==> src/rtl/frame_capture_ctrl.sv <==
// frame_capture_ctrl
// Arms on a start command and aligns to the next vsync falling edge. It then
// writes each accepted pixel to a linear frame-buffer address through a
// one-entry output register. Each frame's pixel count is checked, and frame
// completion, frame errors and dropped pixels are reported.
module frame_capture_ctrl #(
    parameter int H_ACTIVE = 1280,
    parameter int V_ACTIVE = 720,
    parameter int ADDR_W   = 20
) (
    input  logic              clk_in,
    input  logic              rst_n_in,
    input  logic              start_in,
    input  logic              continuous_in,
    input  logic              stop_in,
    input  logic              pix_valid_in,
    input  logic [15:0]       pix_data_in,
    input  logic              vsync_in,
    input  logic              wr_ready_in,
    output logic              wr_valid_out,
    output logic [ADDR_W-1:0] wr_addr_out,
    output logic [15:0]       wr_data_out,
    output logic              busy_out,
    output logic              frame_done_out,
    output logic              frame_err_out,
    output logic              overflow_out,
    output logic [15:0]       frame_count_out
);

    localparam int FRAME_PIX = H_ACTIVE * V_ACTIVE;
    // One extra bit so the counter can sit at FRAME_PIX+1 and flag a long frame
    localparam int CNT_W = ADDR_W + 1;
    localparam logic [CNT_W-1:0] FRAME_CNT = CNT_W'(FRAME_PIX);
    localparam logic [CNT_W-1:0] SAT_CNT   = CNT_W'(FRAME_PIX + 1);

    typedef enum logic [1:0] {
        ST_IDLE,
        ST_ARMED,
        ST_CAPTURE
    } state_t;

    state_t             r_state;
    state_t             w_state_nxt;
    logic               r_vsync_prev;
    logic               r_cont;
    logic               r_drop;
    logic [CNT_W-1:0]   r_pix_cnt;
    logic               r_wr_valid;
    logic [ADDR_W-1:0]  r_wr_addr;
    logic [15:0]        r_wr_data;
    logic               r_frame_done;
    logic               r_frame_err;
    logic               r_overflow;
    logic [15:0]        r_frame_count;

    logic               w_boundary;
    logic               w_capturing;
    logic               w_accept_start;
    logic               w_cap_pix;
    logic               w_offer;
    logic               w_load;
    logic               w_drop;
    logic               w_consume;
    logic               w_frame_end;
    logic [CNT_W-1:0]   w_cnt_inc;

    // The boundary is a vsync falling edge, seen every cycle regardless of pixel strobes
    assign w_boundary     = r_vsync_prev & ~vsync_in;
    assign w_capturing    = (r_state == ST_CAPTURE);
    assign w_accept_start = (r_state == ST_IDLE) & start_in;
    assign w_cap_pix      = w_capturing & pix_valid_in;
    // Pixels past the end of the frame are counted but never written
    assign w_offer        = w_cap_pix & (r_pix_cnt < FRAME_CNT);
    assign w_consume      = r_wr_valid & wr_ready_in;
    assign w_load         = w_offer & (~r_wr_valid | wr_ready_in);
    assign w_drop         = w_offer & ~w_load;
    assign w_frame_end    = w_capturing & w_boundary;
    // The count includes a pixel that arrives with the boundary, because that pixel belongs to the ending frame
    assign w_cnt_inc      = (w_cap_pix && r_pix_cnt != SAT_CNT) ? r_pix_cnt + 1'b1 : r_pix_cnt;

    // FSM state register
    always_ff @(posedge clk_in or negedge rst_n_in) begin
        // NOTE: state is updated with non-blocking assignments so every process samples the pre-edge values
        if (!rst_n_in) r_state <= ST_IDLE;
        else           r_state <= w_state_nxt;
    end

    // Next-state logic; stop in ARMED beats a coincident boundary, and stop in CAPTURE ends continuous mode
    always_comb begin
        // NOTE: default first so every path assigns the next state and no latch is inferred
        w_state_nxt = r_state;
        unique case (r_state)
            ST_IDLE: begin
                if (start_in) w_state_nxt = ST_ARMED;
            end
            ST_ARMED: begin
                if (stop_in)         w_state_nxt = ST_IDLE;
                else if (w_boundary) w_state_nxt = ST_CAPTURE;
            end
            ST_CAPTURE: begin
                if (w_boundary && !(r_cont && !stop_in)) w_state_nxt = ST_IDLE;
            end
            default: w_state_nxt = ST_IDLE;
        endcase
    end

    // Mode, pixel counting, frame status and counters
    always_ff @(posedge clk_in or negedge rst_n_in) begin
        if (!rst_n_in) begin
            r_vsync_prev  <= 1'b0;
            r_cont        <= 1'b0;
            r_drop        <= 1'b0;
            r_pix_cnt     <= '0;
            r_frame_done  <= 1'b0;
            r_frame_err   <= 1'b0;
            r_overflow    <= 1'b0;
            r_frame_count <= '0;
        end else begin
            r_vsync_prev <= vsync_in;
            r_frame_done <= w_frame_end;
            r_frame_err  <= w_frame_end & ((w_cnt_inc != FRAME_CNT) | r_drop | w_drop);

            if (w_accept_start) begin
                r_cont        <= continuous_in;
                r_overflow    <= 1'b0;
                r_frame_count <= '0;
            end else begin
                if (w_capturing && stop_in) r_cont <= 1'b0;
                if (w_drop)                 r_overflow <= 1'b1;
                if (w_frame_end)            r_frame_count <= r_frame_count + 16'd1;
            end

            // The boundary that ends one frame also starts the next one from address zero
            if (!w_capturing || w_frame_end) begin
                r_pix_cnt <= '0;
                r_drop    <= 1'b0;
            end else begin
                r_pix_cnt <= w_cnt_inc;
                if (w_drop) r_drop <= 1'b1;
            end
        end
    end

    // One-entry output register; it holds its entry until the write is accepted
    always_ff @(posedge clk_in or negedge rst_n_in) begin
        if (!rst_n_in) begin
            r_wr_valid <= 1'b0;
            r_wr_addr  <= '0;
            r_wr_data  <= '0;
        end else if (w_load) begin
            r_wr_valid <= 1'b1;
            r_wr_addr  <= r_pix_cnt[ADDR_W-1:0];
            r_wr_data  <= pix_data_in;
        end else if (w_consume) begin
            r_wr_valid <= 1'b0;
        end
    end

    assign wr_valid_out    = r_wr_valid;
    assign wr_addr_out     = r_wr_addr;
    assign wr_data_out     = r_wr_data;
    assign busy_out        = (r_state != ST_IDLE) | r_wr_valid;
    assign frame_done_out  = r_frame_done;
    assign frame_err_out   = r_frame_err;
    assign overflow_out    = r_overflow;
    assign frame_count_out = r_frame_count;

endmodule

==> config.mk <==
export PLATFORM = sky130hd
export DESIGN_NAME = frame_capture_ctrl
export DESIGN_NICKNAME = d
export VERILOG_FILES = /design/src/rtl/frame_capture_ctrl.sv
export SDC_FILE = /design/constraint.sdc
export NUM_CORES = 1
export LEC_CHECK = 0
export CAP_MARGIN = 40
export CORE_AREA = 2 2 88 90
export CTS_CLUSTER_DIAMETER = 50
export DETAILED_ROUTE_END_ITERATION = 16
export DIE_AREA = 0 0 90 92
export PLACE_DENSITY = 0.83
export SYNTH_ARGS = -nofsm -noshare
export SYNTH_HDL_FRONTEND = slang
export SYNTH_SLANG_ARGS = --single-unit
==> constraint.sdc <==
create_clock -name clk_in -period 5.7 [get_ports clk_in]
set_clock_uncertainty 0.2 [all_clocks]
set_input_delay 0.57 -clock clk_in [delete_from_list [all_inputs] [get_ports clk_in]]
set_output_delay 0.57 -clock clk_in [all_outputs]
set_load 0.005 [all_outputs]
# Word-level counts from Yosys, hierarchy flattened
# Index checks and enable logic that the tools add are counted.
[totals]
in_bits = 24
register_bits = 82
word_cells = 70
output_inout_bits = 57
[classes]
n_reduce_logical = 16
eq_ne = 7
n_lt_le_gt_ge = 1
n_bitwise = 16
mux = 16
n_addsub = 2
[op_table]
columns = ["operator", "n"]
rows = [
  ["$mux 21", 2],
  ["$ne 21x20->1 const B", 2],
  ["$mux 16", 2],
  ["$add 21x1->21 const B", 1],
  ["$lt 21x20->1 const B", 1],
  ["$add 16x1->16 const B", 1],
  ["$reduce_bool 2->1", 6],
  ["$and 1x1->1", 9],
  ["$mux 2", 4],
  ["$mux 1", 7],
  ["$pmux 2 s3", 1],
  ["$logic_and 1x1->1", 4],
  ["$or 1x1->1", 4],
  ["$logic_not 1->1", 3],
  ["$ne 3x3->1 const B", 1],
  ["$not 1->1", 3],
  ["$reduce_and 3->1", 1],
  ["$eq 2x1->1 const B", 1],
  ["$eq 2x2->1 const B", 1],
  ["$logic_not 2->1", 1],
  ["$ne 2x1->1 const B", 1],
  ["$ne 2x2->1 const B", 1],
  ["$logic_or 1x1->1", 1],
]

# Depth between registers and ports, before layout
# Gate-level depths: netlist (run 1).
[logic_depth]
depth_word = 8
ltp_mapped = 8
mapped_depth_nobuf = 8

# Worst setup path after synthesis (run 1)
# No wires, ideal clock.
[synth_path]
path_kind = "in2reg"
from = "input pix_valid_in"
to = "register r_frame_err (netlist: frame_err_out)"
required_time_ns = 5.381
n_path_buf = 0
stages = 6
path_slack_ns = 3.198
arrival_time_ns = 2.183
setup_time_ns = 0.119
cell_sequence = "and4_2 -> nand4_2 -> or4_1 -> a2111oi_0 -> o2111ai_1 -> o21a_1"
[synth_between]
elab_chain_cells = 7
elab_cells_between_ends = 11
cone_classes = "eq/ne: 1; mux: 1; bitwise: 8; reduce/logical: 1"
[synth_lines]
columns = ["element", "line_no", "source"]
rows = [
  ["from (decl)", "16", "input logic pix_valid_in,"],
  ["$and 1x1->1 *", "71", "assign w_cap_pix = w_capturing & pix_valid_in;"],
  ["$logic_and 1x1->1 or $and 1x1->1 (tied branches)", "79, 73", ""],
  ["$mux 21 or $and 1x1->1 (tied branches)", "79, 75", ""],
  ["$ne 21x20->1 or $not 1->1 (tied branches)", "121, 76", ""],
  ["$or 1x1->1 or $and 1x1->1 (tied branches)", "121, 76", ""],
  ["$or 1x1->1 *", "121", "r_frame_err <= w_frame_end & ((w_cnt_inc != FRAME_CNT) | r_drop | w_drop);"],
  ["$and 1x1->1 *", "121", ""],
  ["to (signal assigned)", "121", ""],
  ["to (decl)", "52", "logic r_frame_err;"],
]
# Every way passes the cells marked *; elsewhere a longest branch is shown, timed or not.
# A chain may end at the register's enable or synchronous reset.

# Final worst setup path (run 1)
[layout_path]
from = "register r_pix_cnt[14]"
to = "register r_wr_data[15] (netlist: wr_data_out[15])"
[layout_between]
elab_chain_cells = 3
[layout_lines]
columns = ["element", "line_no", "source"]
rows = [
  ["from (decl)", "47", "logic [CNT_W-1:0] r_pix_cnt;"],
  ["from (signal assigned)", "138", "r_pix_cnt <= w_cnt_inc;"],
  ["$lt 21x20->1", "73", "assign w_offer = w_cap_pix & (r_pix_cnt < FRAME_CNT);"],
  ["$and 1x1->1", "73", ""],
  ["$and 1x1->1", "75", "assign w_load = w_offer & (~r_wr_valid | wr_ready_in);"],
  ["to (signal assigned)", "153", "r_wr_data <= pix_data_in;"],
  ["to (decl)", "50", "logic [15:0] r_wr_data;"],
]
# No other way between the ends.

==> summary.txt, run 1 <==
post-layout minimum cycle time: 2.94 ns
asr flop ratio synth: 100%
Primary FF master, synth: dfrtp_1
cell total after placement: 522
Least-Margin Pin Slew: 0.790 ns
I/O pins: 81
DRC: 0
Critical Path AT: 2.98 ns
overall power: 1.34 mW
final-layout worst hold slack: 0.296 ns
number of distinct standard cells referenced by the synthesized netlist: 56
number of synthesized register bits: 82
average wire length per cell after detail routing: 15.0 µm
hpwl dp: 5840 µm
count of pins over their slew limit: 0
peak supply drop: 0.000262 V
setup fix buffers added after clock tree synthesis: 0
number of global-route vias before repair: 2,853
area of the core region: 0.00745 mm²
Row Count: 32
element type at the critical path end: flip-flop
Cell Pwr Density: 271 mW/mm²
number of H-tree levels: 3
DIE AREA: 0.00828 mm²
final setup vio count: 0
RD Place Congestion: 0.897
required time at the worst-slack endpoint: 5.74 ns
worst setup path category: reg -> reg
residual antenna-violating net count after detailed routing: 0
category of the worst setup path launch point: flip-flop
total wirelength of the detailed-routed design: 8090 µm
GRT Total Usage: 20.7%
root buffer cell: clkbuf_8
maximum fanout encountered on the critical timing path: 21
cells on worst reg2reg path: 6
CTS clk-pin slew, worst paths: 0.09 ns
first drt pass iteration count: 4
number of antenna violations at the first check in global routing: 0
depth of the worst hold-timing path: 2
fraction of layout cells with a size suffix above 1: 14.6%
post-synth design cell area: 0.00391 mm²
Initial Utilization: 52.5%
clock buffer count from CTS: 9
remaining max-slew budget at the tightest pin: 47.2%
max_cap viols: 0
y dimension of the die: 92 µm
leakage power: 2.09 nW
run status: complete, no violations
largest net degree at the start of global routing: 54
Clock Sinks: 82
number of synthesized flops with an enable pin: 0
Syn-to-layout area delta: 26.8%
Avg Cell Area, Syn: 10.9 µm²
net total in the final layout: 459
hold_buf cts: 1
DIE WIDTH: 90 µm
number of vias per cell after detailed routing: 5.38
number of standard cells in the final layout excluding fillers: 539
via count of the routed design: 2,898
Net Count, Synth: 384
worst-case clock buffer depth: 2
total negative slack for setup checks: 0 ns
sequential element share of the synthesized area: 52.5%
antenna cells: 0
Highest Clock Rate: 0.340 GHz
Cells after Synth: 357
final clock period utilization by the worst path: 51.6%
overall overflow remaining after global route: 0
Clk Latency, worst-skew pair: 0.35 ns
number of gates given a new drive strength after cts: 0
first-pass GRT wire length: 13,700 µm
Syn. warnings: 0
setup repair after global routing missed its margin: false
total count of hold-check failures in the final report: 0
Hold WC Path Type: reg -> reg
detailed router's first-iteration violation count: 293
clock tree from TritonCTS: done
I/O Buffers: 80
[registers in the layout (all words and copies together), names as in the netlist]
register,cells
wr_valid_out,1
r_cont,1
r_pix_cnt,21
frame_err_out,1
wr_addr_out,20
r_drop,1
r_state,2
frame_count_out,16
wr_data_out,16
overflow_out,1
r_vsync_prev,1
frame_done_out,1
[cell families (layout without fill, tap and decap cells)]
kind of cell | Yosys count | after routing | share of synthesized area, %
and+or+nand+nor | 137 | 137 | 18.4
adders and majority gates | 3 | 3 | 0.961
buffers and inverters | 28 | 108 | 4.04
muxes | 33 | 33 | 9.48
AOI/OAI and AO/OA | 38 | 38 | 6.47
xor gates and xnor gates | 36 | 36 | 8.07
DFF | 82 | 82 | 52.5
[critical path, stage by stage, from the launching register on]
cell	delay (ns)
dfrtp_1	0.48
or4_1	0.54
o21ai_1	0.21
and2_1	0.20
nand2_1	0.47
buf_4	0.43
mux2_2	0.30
[where the power goes]
group	switching (mW)	leakage [nW]	internal (mW)
logic	0.0841	0.890	0.175
clock network	0.220	0.0895	0.175
registers	0.0410	1.11	0.646
total	0.345	2.09	0.995
[synthesized netlist by cell type, drive strengths merged, types with 2 or more instances]
| cell type | instances | area [µm²] |
|---|---|---|
| nor4 | 4 | 25.0 |
| inv | 7 | 26.3 |
| xnor2 | 17 | 149 |
| a21oi | 8 | 40.0 |
| buf | 13 | 101 |
| dfrtp | 82 | 2050 |
| clkbuf | 8 | 30.0 |
| nand2b | 7 | 43.8 |
| o21ai | 9 | 45.0 |
| nand4 | 9 | 62.6 |
| and3 | 4 | 26.3 |
| or3 | 4 | 25.0 |
| nor3 | 10 | 50.1 |
| nor2 | 42 | 158 |
| or4 | 3 | 26.3 |
| and2 | 3 | 18.8 |
| a31o | 3 | 26.3 |
| nand3b | 2 | 15.0 |
| nand2 | 23 | 86.3 |
| xor2 | 19 | 166 |
| ha | 3 | 37.5 |
| a31oi | 3 | 18.8 |
| o22ai | 2 | 12.5 |
| nor2b | 5 | 31.3 |
| and4 | 4 | 36.3 |
| mux2 | 32 | 360 |
| nand3 | 11 | 60.1 |
| a211oi | 2 | 15.0 |
[area by class of cell]
cell class | count | area [µm²]
Fill cell | 584 | 2490
Timing Repair Buffer | 85 | 858
Inverter | 7 | 26.3
Multi-Input combinational cell | 247 | 1700
Clock buffer | 10 | 138
Clock inverter | 6 | 50.0
Tap cell | 102 | 128
Sequential cell | 82 | 2050
[placed cells by master, fill, tap and decap left out, types with 10 or more instances in the layout]
master           instances
clkbuf_8                10
clkdlybuf4s50_1         79
dfrtp_1                 82
mux2_2                  31
nand2_1                 23
nand3_1                 10
nor2_1                  42
nor3_1                  10
xnor2_1                 17
xor2_1                  19
[path summary, 6_finish.rpt]
| path | start | to | slack (ns) |
|---|---|---|---|
| setup / recovery | r_pix_cnt[14] | wr_data_out[15] | 2.76 |
| hold / removal | wr_addr_out[1] | wr_addr_out[1] | 0.30 |
| setup reg to reg | r_pix_cnt[14] | wr_data_out[15] | 2.76 |
| hold reg to reg | wr_addr_out[1] | wr_addr_out[1] | 0.30 |
| max in group asynchronous | rst_n_in | r_pix_cnt[8] | 4.24 |
| min in group asynchronous | rst_n_in | wr_addr_out[3] | 0.49 |
[through the flow]
| step | area, µm² | worst slack (ns) | utilization [%] |
|---|---|---|---|
| 5_1_grt | 4950 | 2.62 | 66.5 |
| 3_5_place_dp | 4760 | 2.51 | 63.9 |
| 3_3_place_gp | 4720 | 2.57 | 63.4 |
| 6_report | 4950 | 2.76 | 66.5 |
| 4_1_cts | 4950 | 2.74 | 66.5 |
| 2_1_floorplan | 3910 | 3.20 | - |
[metal layers]
metal | up-vias | share of wire [%] | global-route usage, % | wire, µm
met5 | - | 0 | 0 | 0
met4 | 0 | 3.0 | 10.5 | 239
met3 | 19 | 6.0 | 4.93 | 489
met2 | 97 | 47 | 32.1 | 3800
met1 | 1397 | 44 | 27.4 | 3560
li1 | 1385 | - | - | -
No activity file was read; power rests on OpenSTA's default activity.
==> run 2: changes to the inputs <==
- CORE_AREA: 2 2 88 90 -> 2 2 91 93
- DIE_AREA: 0 0 90 92 -> 0 0 93 95
- PLACE_DENSITY: 0.83 -> 0.78
- clock period: 5.7 -> 3 ns (I/O delays scaled with it)
==> run 2 against run 1 <==
Effect of this change:
- die area is 6.7% higher
- routed wire length decreased by 3.0%
- cell area down 0.35%
- final cell count is 0.56% higher
- utilization is 4.3 points lower
- fmax is 10% higher
- power up 88%
- highest routed layer unchanged
==> summary.txt, run 2 (synthesized netlist as in run 1, its figures left out) <==
average wire length per cell after detail routing: 14.5 µm
remaining max-slew budget at the tightest pin: 52.2%
GRT Total Usage: 19.3%
slowest cell on the critical path: or4_1
root buffer cell: clkbuf_8
I/O Buffers: 80
number of antenna violations at the first check in global routing: 0
leakage power: 2.08 nW
DRC: 0
number of global-route vias before repair: 2,791
clock buffer count from CTS: 9
worst setup path category: reg -> reg
Clk Latency, worst-skew pair: 0.35 ns
hpwl dp: 5520 µm
final setup vio count: 0
clock tree from TritonCTS: done
area of the core region: 0.00793 mm²
run status: complete, no violations
Critical Path AT: 2.71 ns
crit-path leading delay family: simple AND/OR/NAND/NOR gates
first drt pass iteration count: 4
Initial Utilization: 49.3%
Least-Margin Pin Slew: 0.715 ns
most common cell after layout, fill and taps aside: dfrtp_1
antenna cells: 0
setup fix buffers added after clock tree synthesis: 0
I/O pins: 81
Row Count: 33
DIE AREA: 0.00884 mm²
count of pins over their slew limit: 0
residual antenna-violating net count after detailed routing: 0
number of H-tree levels: 3
overall overflow remaining after global route: 0
Syn-to-layout area delta: 26.4%
total wirelength of the detailed-routed design: 7860 µm
post-layout minimum cycle time: 2.67 ns
total count of hold-check failures in the final report: 0
final clock period utilization by the worst path: 88.8%
Most flops, register: r_pix_cnt
peak supply drop: 0.000380 V
Highest Clock Rate: 0.375 GHz
CP peak stage delay: 0.56 ns
detailed router's first-iteration violation count: 191
max_cap viols: 0
required time at the worst-slack endpoint: 3.04 ns
CTS clk-pin slew, worst paths: 0.09 ns
cells along the critical path: or4_1 > o21ai_1 > and2_1 > nand2_2 > buf_4 > mux2_2
RD Place Congestion: 0.877
net total in the final layout: 459
largest net degree at the start of global routing: 44
Hold WC Path Type: in -> reg
worst-case clock buffer depth: 2
first-pass GRT wire length: 13,300 µm
maximum fanout encountered on the critical timing path: 23
most frequent cells in the layout: dfrtp_1 (82), clkdlybuf4s50_1 (79), nor2_1 (42), mux2_2 (31), nand2_1 (22)
DIE WIDTH: 93 µm
setup repair after global routing missed its margin: false
via count of the routed design: 2,885
number of vias per cell after detailed routing: 5.32
total negative slack for setup checks: 0 ns
overall power: 2.51 mW
y dimension of the die: 95 µm
Cell Pwr Density: 509 mW/mm²
Clock Sinks: 82
category of the worst setup path launch point: flip-flop
element type at the critical path end: flip-flop
count of buffer and inverter cells on the critical path: 1
fraction of layout cells with a size suffix above 1: 14.6%
number of flip-flops in the largest register: 21
## run 2: cell count changes in the layout (fill, tap and decap cells not counted), sizes merged
cell      delta
clkinv       +1
inv          +1
clkinvlp     -1
clkbuf       -1
## run 2: area by class of cell
class,instances,area (µm²)
sequential,82,2050
multi-input combinational,247,1700
clock inverter,7,52.6
timing repair buffer,85,851
tap,105,131
inverter,7,26.3
fill,672,2990
clock buffer,9,124
## run 2: power by group
group	total [mW]	internal (mW)	switching, mW
combinational	0.488	0.330	0.157
clock	0.732	0.308	0.424
sequential	1.29	1.23	0.0665
## run 2: worst paths after layout
kind | startpoint | to | slack [ns] | cells past startpoint
worst max-delay path | r_pix_cnt[13] | wr_data_out[10] | 0.33 | 6
worst min-delay path | vsync_in | r_vsync_prev | 0.25 | 1
worst max register to register | r_pix_cnt[13] | wr_data_out[10] | 0.33 | 6
worst min register to register | wr_addr_out[4] | wr_addr_out[4] | 0.28 | 2
max in group asynchronous | rst_n_in | wr_addr_out[18] | 1.73 | 3
min in group asynchronous | rst_n_in | wr_data_out[5] | 0.27 | 2
## run 2: metrics by stage
| step | cells | hold WS [ns] | cell area (µm²) | util (%) | setup slack [ns] |
|---|---|---|---|---|---|
| after floorplan | 357 | -0.196 | 3910 | - | 0.565 |
| after global placement | 524 | 0.265 | 4730 | 59.7 | 0.175 |
| after detailed placement | 525 | 0.106 | 4750 | 59.9 | 0.104 |
| after CTS | 542 | 0.230 | 4940 | 62.3 | 0.347 |
| after global routing | 542 | 0.237 | 4940 | 62.3 | 0.128 |
| final | 542 | 0.246 | 4940 | 62.3 | 0.335 |
## run 2: layer usage
metal  vias to the layer above  global-route usage (%)  routed length [µm]
met5                         -                       0                   0
li1                       1387                       -                   -
met4                         0                    9.93                 210
met3                        16                    4.87                 445
met1                      1401                    25.5                3490
met2                        81                    29.6                3710
## run 2: what timing repair did
action,CTS,global route
hold endpoints to repair,39,0
endpoints found under the setup margin,0,0
hold buffers,1,0
gates resized for setup,0,0
